===== src/rtl/epoch_access_arbiter.sv =====
// epoch_access_arbiter: round-robin arbiter with lock and watchdog sharing
// the epoch timer load/snapshot path between two requesters.
module epoch_access_arbiter #(
    parameter int WIDTH    = 64,
    parameter int LOCK_MAX = 255
) (
    input  logic             clk,
    input  logic             rst,
    input  logic             one_hz,
    input  logic [WIDTH-1:0] timer_time,
    output logic [WIDTH-1:0] timer_load_data,
    output logic             timer_le,
    input  logic             r0_req,
    input  logic             r0_we,
    input  logic [WIDTH-1:0] r0_wdata,
    input  logic             r0_lock,
    output logic             r0_gnt,
    output logic             r0_done,
    output logic [WIDTH-1:0] r0_rdata,
    input  logic             r1_req,
    input  logic             r1_we,
    input  logic [WIDTH-1:0] r1_wdata,
    input  logic             r1_lock,
    output logic             r1_gnt,
    output logic             r1_done,
    output logic [WIDTH-1:0] r1_rdata,
    output logic             lock_abort
);
    localparam int WD_W = $clog2(LOCK_MAX + 1);

    typedef enum logic [2:0] {IDLE, READ, RDONE, WRITE, WDONE, LOCKED} state_t;

    state_t           r_state;
    state_t           w_next;
    logic             r_owner;
    logic             r_last;
    logic [WD_W-1:0]  r_wd;
    logic [WIDTH-1:0] r_load;
    logic [WIDTH-1:0] r_rdata0;
    logic [WIDTH-1:0] r_rdata1;
    logic             w_accept;
    logic             w_win;
    logic             w_own_req;
    logic             w_own_lock;
    logic             w_expire;
    logic             w_done;

    assign w_own_req  = r_owner ? r1_req : r0_req;
    assign w_own_lock = r_owner ? r1_lock : r0_lock;
    assign w_expire   = (r_state == LOCKED) && (r_wd == WD_W'(LOCK_MAX));
    assign w_done     = (r_state == RDONE) || (r_state == WDONE);

    always_comb begin
        w_accept = 1'b0;
        w_win    = r_owner;
        w_next   = r_state;
        case (r_state)
            IDLE: begin
                w_accept = r0_req | r1_req;
                w_win    = (r0_req & r1_req) ? ~r_last : r1_req;
            end
            READ:         w_next = RDONE;
            WRITE:        w_next = one_hz ? WRITE : WDONE;
            RDONE, WDONE: w_next = w_own_lock ? LOCKED : IDLE;
            LOCKED: begin
                // expiry beats a same-cycle request, which must be re-presented
                w_accept = ~w_expire & w_own_req;
                w_next   = (w_expire | ~w_own_lock) ? IDLE : LOCKED;
            end
            default:      w_next = IDLE;
        endcase
        if (w_accept)
            w_next = (w_win ? r1_we : r0_we) ? WRITE : READ;
    end

    always_ff @(posedge clk or negedge rst) begin
        if (!rst) begin
            r_state  <= IDLE;
            r_owner  <= 1'b0;
            r_last   <= 1'b1;
            r_wd     <= '0;
            r_load   <= '0;
            r_rdata0 <= '0;
            r_rdata1 <= '0;
        end else begin
            r_state <= w_next;
            if (w_accept) begin
                r_owner <= w_win;
                r_load  <= w_win ? r1_wdata : r0_wdata;
                if (r_state == IDLE)
                    r_last <= w_win;
            end
            if (w_done)
                r_wd <= '0;
            else if (r_state == LOCKED && w_next == LOCKED)
                r_wd <= r_wd + WD_W'(1);
            if (r_state == READ && !r_owner)
                r_rdata0 <= timer_time;
            if (r_state == READ && r_owner)
                r_rdata1 <= timer_time;
        end
    end

    assign r0_gnt          = (r_state != IDLE) && !r_owner;
    assign r1_gnt          = (r_state != IDLE) && r_owner;
    assign r0_done         = w_done && !r_owner;
    assign r1_done         = w_done && r_owner;
    assign r0_rdata        = r_rdata0;
    assign r1_rdata        = r_rdata1;
    assign timer_load_data = r_load;
    assign timer_le        = (r_state == WRITE) && !one_hz;
    assign lock_abort      = w_expire;
endmodule


===== config.mk =====
export PLATFORM = sky130hd
export DESIGN_NAME = epoch_access_arbiter
export DESIGN_NICKNAME = d
export VERILOG_FILES = /design/src/rtl/epoch_access_arbiter.sv
export SDC_FILE = /design/constraint.sdc
export NUM_CORES = 1
export LEC_CHECK = 0
export CORE_AREA = 3 3 154 156
export CTS_CLUSTER_SIZE = 30
export DETAILED_ROUTE_END_ITERATION = 8
export DIE_AREA = 0 0 157 159
export MAX_ROUTING_LAYER = met4
export PLACE_DENSITY = 0.78
export RECOVER_POWER = 25
export SLEW_MARGIN = 25
export SYNTH_ARGS = -nofsm -noshare
export SYNTH_HDL_FRONTEND = slang
export SYNTH_SLANG_ARGS = --single-unit

===== constraint.sdc =====
create_clock -name clk -period 3.5 [get_ports clk]
set_input_delay 0.7 -clock clk [delete_from_list [all_inputs] [get_ports clk]]
set_output_delay 0.7 -clock clk [all_outputs]
set_load 0.01 [all_outputs]

Word-level counts from Yosys, hierarchy flattened
Index checks and enable logic that the tools add are counted.
- add/subtract/negate cells: 1
- $mul: 0
- div/mod/pow operators: 0
- $lt $le $gt $ge: 0
- eq/ne operators: 7
- shift operators: 0
- muxes and demuxes: 15
- bitwise gates (word level): 7
- reductions and logical operators: 17
- operator list (kind ; number):
    $mux W64 ; 1
    $mux W8 ; 2
    $pmux W3 S5 ; 1
    $mux W3 ; 4
    $eq A3 B3 Y1 const B ; 3
    $logic_and A1 B1 Y1 ; 9
    $add A8 B1 Y8 const B ; 1
    $eq A8 B8 Y1 const B ; 1
    $eq A3 B2 Y1 const B ; 2
    $mux W1 ; 5
    $eq A3 B1 Y1 const B ; 1
    $logic_not A3 Y1 ; 1
    $not A1 Y1 ; 3
    $reduce_bool A3 Y1 ; 1
    $and A1 B1 Y1 ; 2
    $logic_not A1 Y1 ; 2
    $mux W2 ; 1
    $or A1 B1 Y1 ; 2
    $pmux W1 S2 ; 1
    $reduce_and A2 Y1 ; 1
    $reduce_bool A2 Y1 ; 1
    $reduce_or A2 Y1 ; 1
    $logic_or A1 B1 Y1 ; 1
- bits in registers: 205
- bits in latches: 0
- RAM bits: 0
- ROM bits: 0
- logic and storage cells: 54
- memories kept: 0

Longest topological paths before layout
Gate-level depths: netlist of run 1.
- depth in word-level cells: 10
- mapped depth: 7
- gate-level depth less buffers: 5

Worst setup path after synthesis of run 1
Ideal clock, no wire load.
- path kind: flip-flop to flip-flop
- start point: register r_state[1]
- end point: register r_load[10], in the netlist timer_load_data[10]
- setup time: 125 ps
- arrival time: 1961 ps
- required time: 3375 ps
- path slack: 1414 ps
- cell stages (with the launch flop): 8
- path buffers: 3
- cells stage by stage: dfrtp_1 -> buf_6 -> o31a_1 -> a31oi_4 -> buf_6 -> buf_6 -> mux2_4 -> mux2_4
- longest elaborated chain between the ends: 5
- elaborated cells between the ends (all ways): 8
- RTL lines (element ; RTL line ; text):
    start: declaration ; 33 ; state_t r_state;
    start signal: assignment ; 86 ; r_state <= w_next;
    $eq A3 B3 Y1 ; 50, 57 ;
    $logic_and A1 B1 Y1 ; 50 ; assign w_expire = (r_state == LOCKED) && (r_wd == WD_W'(LOCK_MAX));
    $not A1 Y1 ; 67 ; w_accept = ~w_expire & w_own_req;
    $and A1 B1 Y1 ; 67 ;
    $pmux W1 S2 ; 57 ; case (r_state)
    end signal: assignment ; 89 ; r_load <= w_win ? r1_wdata : r0_wdata;
    end: declaration ; 38 ; logic [WIDTH-1:0] r_load;
Several ways; a longest one is shown, not always the timed one.
A chain may end at the register's enable or synchronous reset.

Worst setup path in the final report of run 1
- start point: register r_state[1]
- end point: output r1_done
- longest elaborated chain between the ends: 3
- elaborated cells between the ends (all ways): 4
- RTL lines (element ; RTL line ; text):
    $eq A3 B2 Y1 or $eq A3 B3 Y1 (tied branches) ; 51 ; assign w_done = (r_state == RDONE) || (r_state == WDONE);
    $logic_or A1 B1 Y1 * ; 51 ;
    $logic_and A1 B1 Y1 * ; 107 ; assign r1_done = w_done && r_owner;
    end: declaration ; 25 ; output logic r1_done,
Every way passes the cells marked *; elsewhere a longest branch is shown, timed or not.

==> impl_metrics.toml, run 1 <==
[status]
status = "finished, violations left"
violations = "max-capacitance violations, max-slew violations"

[setup_path]
worstPathRequired_ps = 2800
criticalPathCategory = "reg -> out"
ff2ff_path_depth = 5
worstPathMaxFanout = 11
cp-end-kind = "output port"
arrival_ps = 2230
rr_startpoint = "r_state[1]"
crit_path_start_kind = "flop"
r2r_end = "timer_load_data[33]"
crit_path_start = "r_state[1]"
ff2ff_setup_slack_ps = 930

[final_layout]
final_nets = 1185
area_growth_pct = 55.7
fin_util_pct = 62.8
drive_above_1_share_pct = 32.1
antennaDiodeCount = 0
final_common_cell = "clkdlybuf4s50_1"
final_cell_mix = "clkdlybuf4s50_1 (397), dfrtp_1 (204), mux2_2 (199)"

[clock_network]
post_cts_buffers = 0
cts_inserted_buffers = 23
htreeDepth = 1
clockBufferDepth = 3
ctsResizeCount = 0
cts.sinks = 205
clk_pin_slew_ps = 60
cts_tree = "done"
root_buffer = "clkbuf_16"
hold_buffers = 0
clk-insertion-delay-late_ps = 500

[floorplanning]
core-area_mm2 = 0.0225
start_util_pct = 40.3
core.rowCount = 55
dieArea_mm2 = 0.0250
die_w_um = 157
ios = 399
die_h_um = 159

[drt]
antenna_left = 0
drtIter0Drc = 243
vias = 6387
drc = 0
routedWlPerCell_um = 19.3
routed_via_density = 4.97
first_pass_iters = 4
routed_wl_mm = 24.9

[timing]
period_minus_slack_ps = 2930
hold_violations = 0
finalMaxSlewViolations = 91
period_share_pct = 83.8
worst_pin_slew_ps = 2290
hold_ws_ps = 502
rsz0062_at_grt = "no"
max_freq_mhz = 341
worst_slack_ps = 567
clock_skew_ps = 12.2
slew_headroom_pct = -52.5
timing.setup.tns_ps = 0
setup_viol = 0

[power_and_ir_drop]
p_leak_uw = 0.00592
power_density_mw_per_mm2 = 952
vdd_drop_max_mv = 0.535
power_uw = 13400

[worst_hold_path]
min-delay-start = "r0_rdata[62]"
hp-class = "reg -> reg"
hold-path-cell-count = 1
min_to = "r0_rdata[62]"

[run]
cap_violations = 1

[synth]
synth_edf_count = 0
synth.distinct_cells = 45
ys_seq_area_share_pct = 56.5
synthesis.area_mm2 = 0.00908
netlist_instances = 570
synth_nets = 772
ys_seq_elements = 205
post_synth.cell_area_avg_um2 = 15.9
async_flop_share_pct = 100
yosys_warnings = 0
ys.flop_type = "dfrtp_1"

[grt]
antenna_found_initial = 0
grt.total_usage_pct = 19.8
grt_start_max_net_pins = 92
grt_pass1_wl_mm = 38.2
first_global_vias = 6834
overflow = 0

[placement]
io_buffers = 398
hpwl_mm = 18.7
place_congestion = 0.786
place_ws_ps = 377
-- layer usage --
layer / global-route usage [%] / share of wire, % / up-vias / wire, um
li1: - / - / 2891 / -
met1: 23.5 / 39 / 3187 / 9780
met2: 34.2 / 52 / 260 / 12800
met3: 3.70 / 6.5 / 49 / 1620
met4: 5.37 / 2.6 / 0 / 643
met5: - / 0 / - / 0
-- worst max-delay path by stage --
stage          slack [ps]  cells past startpoint             endpoint
6_report              570                      4              r1_done
5_1_grt               370                      2         r0_rdata[59]
4_1_cts               530                      4              r1_done
3_5_place_dp          380                      6  timer_load_data[33]
3_3_place_gp          450                      6  timer_load_data[36]
2_1_floorplan        1410                      7  timer_load_data[10]
-- cell families (layout without fill, tap and decap cells) --
| family | count (synthesis) | after routing | share of synthesized area, % |
|---|---|---|---|
| multiplexers | 261 | 261 | 34.9 |
| buffers and inverters | 35 | 465 | 3.40 |
| flip-flops | 205 | 205 | 56.5 |
| XOR/XNOR | 1 | 1 | 0.0965 |
| AO/OA/AOI/OAI | 32 | 32 | 2.55 |
| adder cells (fa/ha/maj) | 1 | 1 | 0.138 |
| AND/OR/NAND/NOR | 35 | 35 | 2.40 |
-- worst max-delay path, cell delays in order, from the launching register on --
cell	delay [ps]
dfrtp_1	650
xor2_1	210
nand2b_1	150
nor2_1	150
clkdlybuf4s50_1	570
-- through the flow --
step / std cells / area [um2]
6_report: 1285 / 14100
5_1_grt: 1285 / 14100
4_1_cts: 1285 / 14100
3_5_place_dp: 1243 / 13400
3_3_place_gp: 1243 / 13400
2_1_floorplan: 570 / 9080
-- Yosys cell counts, types with 2 or more instances --
library cell / instances / area (um2)
buf_8: 2 / 30.0
mux2i_1: 2 / 20.0
o21ai_0: 5 / 25.0
nand3b_1: 2 / 15.0
inv_1: 4 / 15.0
and3_1: 3 / 18.8
buf_6: 17 / 191
dfrtp_1: 204 / 5100
mux2_4: 58 / 871
mux2_2: 199 / 2240
o2111ai_1: 2 / 17.5
nand3_1: 4 / 20.0
nand2_1: 5 / 18.8
a211oi_1: 2 / 15.0
and2_1: 2 / 12.5
nor3_2: 2 / 20.0
o31ai_1: 3 / 22.5
nor2b_1: 3 / 18.8
buf_2: 7 / 35.0
buf_4: 5 / 37.5
nor2_1: 4 / 15.0
a21oi_1: 9 / 45.0
nand2b_1: 2 / 12.5
or3_1: 3 / 18.8
-- registers in the layout, indices dropped and copies added (netlist names) --
| register | count |
|---|---|
| r0_rdata | 64 |
| timer_load_data | 64 |
| r1_rdata | 64 |
| r_last | 1 |
| r_state | 3 |
| r_wd | 8 |
| r_owner | 1 |
-- area by class of cell --
type	instances	area, um2
Multi-Input combinational cell	330	3660
Fill cell	1751	8370
Inverter	4	15.0
Sequential cell	205	5130
Clock inverter	10	110
Clock buffer	32	639
Timing Repair Buffer	419	4220
Tap cell	285	357
-- report_power, final --
group / total (uW) / internal [uW] / switching, uW
clock: 2370 / 1430 / 943
combinational: 6830 / 4300 / 2530
sequential: 4250 / 3580 / 670
Power figures use the tool's default switching activity.
==> inputs of run 2 (changes only) <==
- CORE_AREA: 3 3 154 156 -> 3 3 156 158
- DIE_AREA: 0 0 157 159 -> 0 0 159 161
- PLACE_DENSITY: 0.78 -> 0.76
- clock period: 3.5 -> 2.9 ns (I/O delays scaled with it)
==> run 2 against run 1 <==
Compared with the run above:
- the flow still finishes with violations (max-capacitance violations, max-slew violations)
- core utilization shrank 2.1 points
- design area is essentially flat
- clock power grew 14%
- total power grew 19%
- flip-flop and latch count is the same
- die area grew 2.5%
- worst hold slack lost 0.55 ps
- first-iteration DRC count shrank 12%
- clock skew grew 1.8 ps
- routed wire length grew 0.20%
- largest cell class unchanged
==> impl_metrics.toml, run 2 (same netlist as run 1, synthesis figures left out) <==
[setup_path]
crit_path_start_kind = "flop"
ff2ff_path_depth = 6
criticalPathCategory = "reg -> out"
path_cells = "and4_1 -> and2_1 -> and3_1 -> clkdlybuf4s50_1"
critPathTopFamily = "simple AND/OR/NAND/NOR gates"
r2r_end = "timer_load_data[46]"
cp_num_buf_inv = 1
arrival_ps = 2140
path_depth = 4
cpMaxStageDelayCell = "clkdlybuf4s50_1"
slowest_delay_ps = 560
rr_startpoint = "r_state[1]"
ff2ff_setup_slack_ps = 680
worstPathRequired_ps = 2320
cp-end-kind = "output port"
worstPathMaxFanout = 6

[timing]
clock_skew_ps = 14.1
hold_violations = 0
setup_viol = 0
finalMaxSlewViolations = 75
timing.setup.tns_ps = 0
hold_ws_ps = 502
worst_slack_ps = 184
slew_headroom_pct = -30.3
period_minus_slack_ps = 2720
worst_pin_slew_ps = 1960
rsz0062_at_grt = "no"
max_freq_mhz = 368
period_share_pct = 93.7

[placement]
place_ws_ps = 163
io_buffers = 398
place_congestion = 0.867
hpwl_mm = 18.6
post_dp_cell_area_mm2 = 0.0135

[floorplanning]
core-area_mm2 = 0.0233
dieArea_mm2 = 0.0256
die_h_um = 161
start_util_pct = 39.0
ios = 399
die_w_um = 159
core.rowCount = 56

[status]
status = "finished, violations left"
violations = "max-capacitance violations, max-slew violations"

[worst_hold_path]
min_to = "r1_rdata[14]"
min-delay-start = "r1_rdata[14]"
hp-class = "reg -> reg"
hold-path-cell-count = 1

[clock_network]
clk-insertion-delay-late_ps = 500
clk_pin_slew_ps = 50
htreeDepth = 1
ctsResizeCount = 0
hold_buffers = 0
cts_inserted_buffers = 23
cts.sinks = 205
root_buffer = "clkbuf_16"
cts_tree = "done"
clockBufferDepth = 3
post_cts_buffers = 0

[grt]
first_global_vias = 6821
overflow = 0
antenna_found_initial = 0
grt.total_usage_pct = 19.3
grt_pass1_wl_mm = 38.3
grt_start_max_net_pins = 76

[power_and_ir_drop]
clkPwrFrac_pct = 16.7
p_sw_share_pct = 30.8
vdd_drop_max_mv = 0.590
net-switching-power_uw = 4930
power.internal_uw = 11100
p_leak_uw = 0.00590
seq_power_share_pct = 31.9
power_density_mw_per_mm2 = 1140
power_uw = 16000
p_comb_share_pct = 51.4

[final_layout]
final_area_mm2 = 0.0141
final_cell_mix = "clkdlybuf4s50_1 (397), dfrtp_1 (203), mux2_2 (199)"
antennaDiodeCount = 0
fillers = 1823
final_common_cell = "clkdlybuf4s50_1"
area_growth_pct = 55.6
final_nets = 1187
drive_above_1_share_pct = 31.8
multi_input_area_mm2 = 0.00366
seqCellArea_mm2 = 0.00513

[drt]
drc = 0
vias = 6413
routedWlPerCell_um = 18.9
routed_via_density = 4.87
first_pass_iters = 4
routed_wl_mm = 24.9
drtIter0Drc = 213
antenna_left = 0

[run]
cap_violations = 1
[run 2: cell count changes in the layout (fill, tap and decap cells not counted), sizes merged]
cell | previous run | this run
buf | 20 | 19
clkinvlp | 1 | 0
clkbuf | 34 | 41
bufinv | 2 | 0
clkinv | 6 | 2
inv | 5 | 4
[run 2: through the flow]
step / util, % / instances
2_1_floorplan: - / 570
3_3_place_gp: 57.9 / 1279
3_5_place_dp: 57.9 / 1279
4_1_cts: 60.9 / 1317
5_1_grt: 60.7 / 1317
6_report: 60.7 / 1317
[run 2: layout make-up]
class	count	area share (%)
Timing Repair Buffer	421	29.9
Tap cell	319	2.83
Inverter	4	0.106
Clock inverter	2	0.0709
Clock buffer	36	4.85
Multi-Input combinational cell	330	25.9
Sequential cell	205	36.3
[run 2: worst max-delay path by stage]
stage / start / end / slack (ps)
floorplan: r_state[1] / timer_load_data[10] / 810
global placement: r0_req / timer_load_data[45] / 200
detailed placement: r0_req / timer_load_data[46] / 160
CTS: r_state[1] / r1_done / 60
global route: r_wd[4] / lock_abort / 80
finish: r_wd[4] / lock_abort / 180
[run 2: routing by layer]
| layer | GRT usage (%) | routed length [um] | vias up |
|---|---|---|---|
| li1 | - | - | 2910 |
| met2 | 34.0 | 13000 | 227 |
| met1 | 22.6 | 9630 | 3225 |
| met3 | 4.10 | 1590 | 51 |
| met5 | - | 0 | - |
| met4 | 5.37 | 676 | 0 |
[run 2: power by group through the flow]
stage	clock, uW	combinational [uW]	sequential, uW
2_1_floorplan	0	3760	5690
3_3_place_gp	0	8200	5130
3_5_place_dp	0	8320	5170
4_1_cts	2780	8360	5140
5_1_grt	2870	8690	5300
6_report	2690	8240	5120
==> inputs of run 3 (changes only) <==
- CORE_AREA: 3 3 156 158 -> 3 3 153 155
- DIE_AREA: 0 0 159 161 -> 0 0 156 158
- DONT_BUFFER_PORTS: default -> 1
- PLACE_DENSITY: 0.76 -> 0.56
- SETUP_SLACK_MARGIN: default -> 0.1
==> run 3 against run 2 <==
Compared with the run above:
- the run ends with negative hold slack left
- clock-buffer cell count down 3
- design area down 28%
- critical path depth unchanged
- worst hold slack worse by 720 ps
- flip-flop and latch count unchanged
- worst setup slack better by 350 ps
- register-to-register slack worse by 110 ps
- global-route usage down 2.7 points
- non-clock buffer count down 411
- routed wire length down 13%
- fmax up 15%
- clock skew down 6.4 ps
- critical endpoint is now r1_done
- largest power group is now sequential cells
==> impl_metrics.toml, run 3 (same netlist as run 1, synthesis figures left out) <==
[grt]
first_global_vias = 5166
overflow = 0
grt_pass1_wl_mm = 31.2
grt_start_max_net_pins = 206
grt.total_usage_pct = 16.7
antenna_found_initial = 0

[final_layout]
drive_above_1_share_pct = 52.3
final_cell_mix = "dfrtp_1 (204), mux2_2 (199), mux2_4 (58)"
final_nets = 776
area_growth_pct = 11.9
antennaDiodeCount = 0
layout.cells.non_filler = 871
final_common_cell = "dfrtp_1"

[drt]
first_pass_iters = 7
vias = 4814
routedWlPerCell_um = 24.9
drc = 0
routed_via_density = 5.53
antenna_left = 0
drtIter0Drc = 213
routed_wl_mm = 21.7

[timing]
period_share_pct = 81.6
worst_slack_ps = 533
rsz0062_at_grt = "no"
clock_skew_ps = 7.67
hold_ws_ps = -218
slew_headroom_pct = 61.3
hold_violations = 204
worst_pin_slew_ps = 579
max_freq_mhz = 422
setup_viol = 0
finalMaxSlewViolations = 0
period_minus_slack_ps = 2370
timing.setup.tns_ps = 0

[power_and_ir_drop]
power_uw = 13500
clkPwrFrac_pct = 24.2
power_density_mw_per_mm2 = 1330
vdd_drop_max_mv = 0.549
p_comb_share_pct = 30.2
p_leak_uw = 0.00437
p_sw_share_pct = 33.2
net-switching-power_uw = 4490
seq_power_share_pct = 45.6
power.internal_uw = 9040

[floorplanning]
ios = 399
die_h_um = 158
dieArea_mm2 = 0.0246
core-area_mm2 = 0.0220
core.rowCount = 54
die_w_um = 156
start_util_pct = 41.3

[clock_network]
post_cts_buffers = 0
clockBufferDepth = 3
clk_pin_slew_ps = 60
cts_tree = "done"
root_buffer = "clkbuf_16"
ctsResizeCount = 0
cts_inserted_buffers = 23
cts.sinks = 205
clk-insertion-delay-late_ps = 500
htreeDepth = 1

[run]
cap_violations = 0

[setup_path]
worstPathRequired_ps = 2320
worstPathMaxFanout = 8
criticalPathCategory = "reg -> out"
cpMaxStageDelayCell = "dfrtp_1"
crit_path_start_kind = "flop"
cp-end-kind = "output port"
arrival_ps = 1790
path_cells = "buf_4 -> xor2_1 -> nand2b_1 -> nor2_1"
slowest_delay_ps = 470

[placement]
io_buffers = 0
place_congestion = 0.831
dp_cells = 829
hpwl_mm = 15.8
place_ws_ps = 567

[status]
status = "finished, violations left"
violations = "negative hold slack"

[worst_hold_path]
hp-class = "in -> async"
-- run 3: cell types whose count changed in the layout (fill, tap and decap cells not counted) --
cell             before  now
buf_4                12    5
clkbuf_2              1    0
dfrtp_2               1    0
bufinv_16             0    7
clkdlybuf4s50_1     397    0
clkbuf_4              1    0
clkbuf_8              6    3
clkinv_2              2    1
buf_12                7    5
inv_6                 0    1
dfrtp_1             203  204
clkbuf_1             10    7
-- run 3: layout make-up --
type	instances	area [um2]
multi-input cells	330	3660
clock inverters	9	224
repair buffers	10	138
fillers	1888	11800
flip-flops and latches	205	5130
clock buffers	33	643
inverters	4	15.0
well taps	280	350
-- run 3: worst max-delay path: cells and delay by family (launching register included) --
kind / cells / cell delay, ps
xor+xnor: 1 / 170
buf+inv: 1 / 210
flops: 1 / 470
simple gates: 2 / 440
-- run 3: through the flow --
step / instance area [um2] / hold slack, ps / utilization [%]
detailed placement: 9290 / 289 / 42.3
finish: 10200 / -218 / 46.3
global route: 10200 / -253 / 46.3
global placement: 9290 / 290 / 42.3
floorplan: 9080 / 284 / -
CTS: 10200 / -246 / 46.3
-- run 3: final timing paths --
path	depth (start not counted)	start	slack, ps	end
max in group asynchronous	0	rst	2840	r_last
setup / recovery	4	r_state[1]	530	r1_done
setup reg to reg	6	r_wd[0]	570	timer_load_data[42]
hold reg to reg	1	r_wd[2]	530	r_wd[2]
min in group clk	1	r0_req	150	r_last
hold / removal	0	rst	-220	r0_rdata[23]
-- run 3: layer usage --
layer	wire length [um]	GRT usage [%]
met1	7800	18.0
met2	11300	29.8
met3	2240	5.63
met4	320	3.57
met5	0	-
-- run 3: power groups by stage --
stage / Combinational (uW) / Sequential, uW / Clock, uW
after floorplan: 3760 / 5690 / 0
final: 4080 / 6170 / 3280
after CTS: 4160 / 6230 / 3380
after global placement: 3980 / 6260 / 0
after global routing: 4420 / 6350 / 3500
after detailed placement: 4160 / 6260 / 0
